$ cat config.mk
export PLATFORM = sky130hd
export DESIGN_NAME = prog_sync_fifo
export DESIGN_NICKNAME = d
export VERILOG_FILES = /design/src/rtl/prog_sync_fifo.sv
export SDC_FILE = /design/constraint.sdc
export NUM_CORES = 1
export LEC_CHECK = 0
export ABC_AREA = 0
export BUFFER_PORTS_ARGS = -buffer_cell sky130_fd_sc_hd__clkbuf_2
export CAP_MARGIN = 0
export CORE_ASPECT_RATIO = 1.75
export CORE_MARGIN = 5
export CORE_UTILIZATION = 40
export CTS_BUF_LIST = sky130_fd_sc_hd__clkbuf_4
export DETAILED_ROUTE_END_ITERATION = 8
export GPL_TIMING_DRIVEN = 0
export PLACE_DENSITY = 0.53
export SYNTH_ARGS = -nofsm -noshare
export SYNTH_HDL_FRONTEND = slang
export SYNTH_SLANG_ARGS = --single-unit
$ cat constraint.sdc
create_clock -name clk -period 6.4 [get_ports clk]
set_input_delay 0.32 -clock clk [delete_from_list [all_inputs] [get_ports clk]]
set_output_delay 0.32 -clock clk [all_outputs]
set_load 0.03 [all_outputs]
$ cat src/rtl/prog_sync_fifo.sv
// Single-clock FIFO with programmable almost-full/almost-empty thresholds, occupancy count,
// sticky overflow/underflow flags and a registered or first-word-fall-through read port.
module prog_sync_fifo #(
  parameter int WIDTH    = 8,
  parameter int DEPTH    = 16,
  parameter int AF_LEVEL = DEPTH - 2,
  parameter int AE_LEVEL = 2,
  parameter int FWFT     = 0
) (
  input  logic                     clk,
  input  logic                     rst,
  input  logic                     w_en,
  input  logic [WIDTH-1:0]         data_in,
  input  logic                     r_en,
  output logic [WIDTH-1:0]         data_out,
  output logic                     full,
  output logic                     empty,
  output logic                     almost_full,
  output logic                     almost_empty,
  output logic [$clog2(DEPTH):0]   count,
  output logic                     overflow,
  output logic                     underflow,
  input  logic                     err_clr
);

  localparam int AW = $clog2(DEPTH);
  localparam int CW = AW + 1;
  localparam logic [CW-1:0] DEPTH_C = CW'(DEPTH);
  localparam logic [CW-1:0] AF_C    = CW'(AF_LEVEL);
  localparam logic [CW-1:0] AE_C    = CW'(AE_LEVEL);

  if (WIDTH < 1 || DEPTH < 4 || (DEPTH & (DEPTH - 1)) != 0 ||
      AE_LEVEL < 1 || AE_LEVEL >= AF_LEVEL || AF_LEVEL > DEPTH) begin : g_bad_params
    $fatal(1, "prog_sync_fifo: illegal parameter combination");
  end

  logic [WIDTH-1:0] mem [DEPTH];
  logic [AW-1:0]    wr_ptr, rd_ptr;
  logic [CW-1:0]    count_q;
  logic             wr_acc, rd_acc;

  // Flags decode only the registered count, so w_en/r_en never reach them combinationally.
  assign full         = (count_q == DEPTH_C);
  assign empty        = (count_q == '0);
  assign almost_full  = (count_q >= AF_C);
  assign almost_empty = (count_q <= AE_C);
  assign count        = count_q;

  assign wr_acc = w_en && !full;
  assign rd_acc = r_en && !empty;

  always_ff @(posedge clk) begin
    if (wr_acc) mem[wr_ptr] <= data_in;
  end

  always_ff @(posedge clk or posedge rst) begin
    if (rst) begin
      wr_ptr  <= '0;
      rd_ptr  <= '0;
      count_q <= '0;
    end else begin
      if (wr_acc) wr_ptr <= wr_ptr + AW'(1);
      if (rd_acc) rd_ptr <= rd_ptr + AW'(1);
      if (wr_acc && !rd_acc)      count_q <= count_q + CW'(1);
      else if (rd_acc && !wr_acc) count_q <= count_q - CW'(1);
    end
  end

  // Set beats a coincident clear.
  always_ff @(posedge clk or posedge rst) begin
    if (rst) begin
      overflow  <= 1'b0;
      underflow <= 1'b0;
    end else begin
      if (w_en && full)  overflow <= 1'b1;
      else if (err_clr)  overflow <= 1'b0;
      if (r_en && empty) underflow <= 1'b1;
      else if (err_clr)  underflow <= 1'b0;
    end
  end

  if (FWFT != 0) begin : g_fwft
    assign data_out = mem[rd_ptr];
  end else begin : g_reg
    logic [WIDTH-1:0] dout_q;
    always_ff @(posedge clk or posedge rst) begin
      if (rst)         dout_q <= '0;
      else if (rd_acc) dout_q <= mem[rd_ptr];
    end
    assign data_out = dout_q;
  end

endmodule

==> flow_summary.ini <==
[outcome]
status = complete, no violations

[floorplanning]
start_util_pct = 40.7
row_count = 59
die_area_sq_mm = 0.0178
core_sq_mm = 0.0149
fp.dieW_um = 103
die_h_um = 173
pin_count = 32

[setup_path]
startpoint = count[0]$_DFFE_PP0P_
critPathLaunchType = flip-flop
path_max_fanout = 10
arrival_ps = 3580
cp.required_ps = 6850
path_class = flip-flop to flip-flop
end_kind = flip-flop
rr_startpoint = count[0]$_DFFE_PP0P_

[timing]
setup_viol = 0
rsz0062_at_grt = false
final_max_slew_viol_count = 0
finalCriticalPeriod_ps = 3120
tightest_slew_ps = 995
fin_tns_setup_ps = 0
slew_headroom_pct = 33.4
fin_crit_sh_pct = 48.8
max_freq_mhz = 320
fin_skew_ps = 36.9
holdWs_ps = 75.7
finalHoldViolCount = 0

[route]
via_per_inst = 5.38
dr_total_vias = 3036
drc = 0
ant_nets = 0
routed_wl_um = 13200
drt_iter0_drc = 188
wl_per_cell_um = 23.4
first_pass_iters = 4

[yosys]
synth_compound_area_share_pct = 2.93
synth_nets = 337
synthArstFlopShare_pct = 15.2
synth-seq-cells = 151
syn_area_sq_mm = 0.00606
synth_xor_area_share_pct = 1.44
synthTopCellsByCount = edfxtp_1 (128), mux4_2 (32), dfrtp_1 (23), nand2_1 (20), mux2i_1 (16)
synth_top_cell_by_area = edfxtp_1
synth_area_leaders = edfxtp_1 (63%), mux4_2 (12%), dfrtp_1 (9.5%)
yosysSeqAreaShare_pct = 72.9
yosys.area_share.adder_pct = 2.19
synth-simple-area-share_pct = 3.69
synth_edf_count = 128
synth_top_family_by_area = multiplexers
synth_top_area_share_pct = 63.4
synth_most_common_cell = edfxtp_1
yosys_warnings = 0
yosys.cell_types.count = 36
synthFlopType = edfxtp_1
synthCells = 314
synthMuxAreaShare_pct = 14.7
avgSynthCellArea_sq_um = 19.3

[final_layout]
num-fill-cells = 1349
register_area_sq_mm = 0.00442
finish.utilization_pct = 45.4
syn_to_final_growth_pct = 11.6
nNetsFinal = 390
drive_gt1_share_pct = 31.1
multi_input_area_sq_mm = 0.00153

[grt]
grt_pass1_vias = 3413
overflow = 0
grt_pass1_wl_um = 19900
grt_use_total_pct = 15.9
grt_max_degree = 24
antenna_found_initial = 1

[run]
maxCapViolations = 0

[clocking]
clock_latency_ps = 550
clk_pin_slew_ps = 150
ctsHtreeMaxLevel = 4
clockRootBuffer = clkbuf_4
cts_resized = 0
cts_made_buffers = 17
tritoncts = yes
cts_sinks = 151
clk_path_buf_depth = 2

[pwr]
p_comb_share_pct = 36.3
powerDensity_mw_per_mm2 = 433
p_leak_nw = 2.34
p_switching_w = 0.00107
power_frac_clock_pct = 19.1
internal_power_w = 0.00186
switching_share_pct = 36.4
peakVddDrop_mv = 0.128
p_seq_share_pct = 44.6

[hold_path]
worstHoldPathType = input pin to flip-flop
hp-start = err_clr

[placement]
numPortBuffers = 31
place_congestion = 0.734
dpl.hpwl_um = 8690
metrics by stage:
| step | area, sq um | power, W | setup WS [ps] | std cells |
|---|---|---|---|---|
| after floorplan | 6060 | 0.00208 | 3490 | 314 |
| after global placement | 6450 | 0.00239 | 3350 | 528 |
| after detailed placement | 6470 | 0.00242 | 3300 | 528 |
| after CTS | 6760 | 0.00298 | 3230 | 563 |
| after global routing | 6760 | 0.00310 | 3090 | 564 |
| final | 6760 | 0.00293 | 3280 | 564 |
layout make-up:
type                    instances  share of cell area (%)
clock inverters                13                    1.81
multi-input cells             140                    22.7
well taps                     183                    3.39
clock buffers                  19                    2.11
plain buffers                  16                    1.44
flip-flops and latches        151                    65.3
diodes                          1                  0.0370
repair buffers                 34                    2.74
inverters                       7                   0.462
power by group through the flow:
stage,Combinational [W],Clock (W),Sequential [W]
2_1_floorplan,0.000690,0,0.00139
3_3_place_gp,0.00106,0,0.00132
3_5_place_dp,0.00109,0,0.00133
4_1_cts,0.00109,0.000575,0.00131
5_1_grt,0.00115,0.000619,0.00132
6_report,0.00106,0.000560,0.00131
state kept, by name (all words and copies together) (netlist names):
register / cells
mem: 128
underflow: 1
rd_ptr: 4
count: 5
data_out: 8
overflow: 1
wr_ptr: 4
per-layer routing:
metal	up-vias	global-route usage, %	share of wire, %
li1	1356	-	-
met1	1557	16.5	34
met2	95	28.7	56
met3	28	3.19	4.4
met4	0	8.75	5.5
met5	-	0	0
what timing repair did:
| item | in CTS | in global routing |
|---|---|---|
| endpoints found under the setup margin | 0 | 0 |
| hold buffers | 3 | 0 |
| endpoints found under the hold margin | 25 | 0 |
| buffers inserted | 0 | 0 |
critical path, stage by stage (launching register included):
cell      delay [ps]
dfrtp_1          500
or3_4            440
o31a_4           340
clkinv_4          60
buf_4            180
ha_1             180
inv_1            110
fa_1             430
a21o_1           200
a21oi_1          160
mux2i_1          260
xnor2_1          150
kinds of logic after synthesis:
group                    Yosys count
adder cells (fa/ha/maj)           10
buffers and inverters             23
flip-flops                       151
multiplexers                      49
AO/OA/AOI/OAI                     21
AND/OR/NAND/NOR                   50
XOR/XNOR                          10
worst paths after layout:
check / to / slack (ps) / cells after the start
worst min-delay path: underflow$_DFFE_PP0P_ / 80 / 3
worst min register to register: data_out[2]$_DFFE_PP0P_ / 520 / 2
worst max-delay path: count[4]$_DFFE_PP0P_ / 3280 / 11
min in group asynchronous: rd_ptr[0]$_DFFE_PP0P_ / 510 / 3
max in group asynchronous: data_out[4]$_DFFE_PP0P_ / 5270 / 3
worst max register to register: count[4]$_DFFE_PP0P_ / 3280 / 11
placed cells by master, fill, tap and decap left out, types with 2 or more instances in the layout:
| cell type | Yosys | final |
|---|---|---|
| xnor2_1 | 9 | 9 |
| buf_6 | 2 | 2 |
| inv_6 | 0 | 4 |
| nor2_1 | 15 | 15 |
| nand2_1 | 20 | 20 |
| mux4_2 | 32 | 32 |
| clkbuf_2 | 0 | 31 |
| buf_2 | 6 | 6 |
| buf_1 | 2 | 2 |
| clkbuf_4 | 0 | 19 |
| nor3_2 | 0 | 4 |
| a21o_1 | 2 | 2 |
| dfrtp_1 | 23 | 23 |
| o21ai_0 | 3 | 3 |
| clkinvlp_4 | 0 | 4 |
| nand4_1 | 2 | 2 |
| mux2i_1 | 16 | 16 |
| a22o_1 | 2 | 2 |
| nand2b_1 | 2 | 2 |
| o221ai_1 | 7 | 7 |
| edfxtp_1 | 128 | 128 |
| a21oi_1 | 2 | 2 |
| dlygate4sd3_1 | 0 | 3 |
| buf_4 | 4 | 4 |
| ha_1 | 9 | 9 |
| clkinv_4 | 1 | 3 |
| clkbuf_1 | 2 | 2 |
| clkinv_2 | 0 | 2 |
| inv_1 | 6 | 6 |
| nor3_1 | 6 | 2 |
No activity file was read; power rests on OpenSTA's default activity.
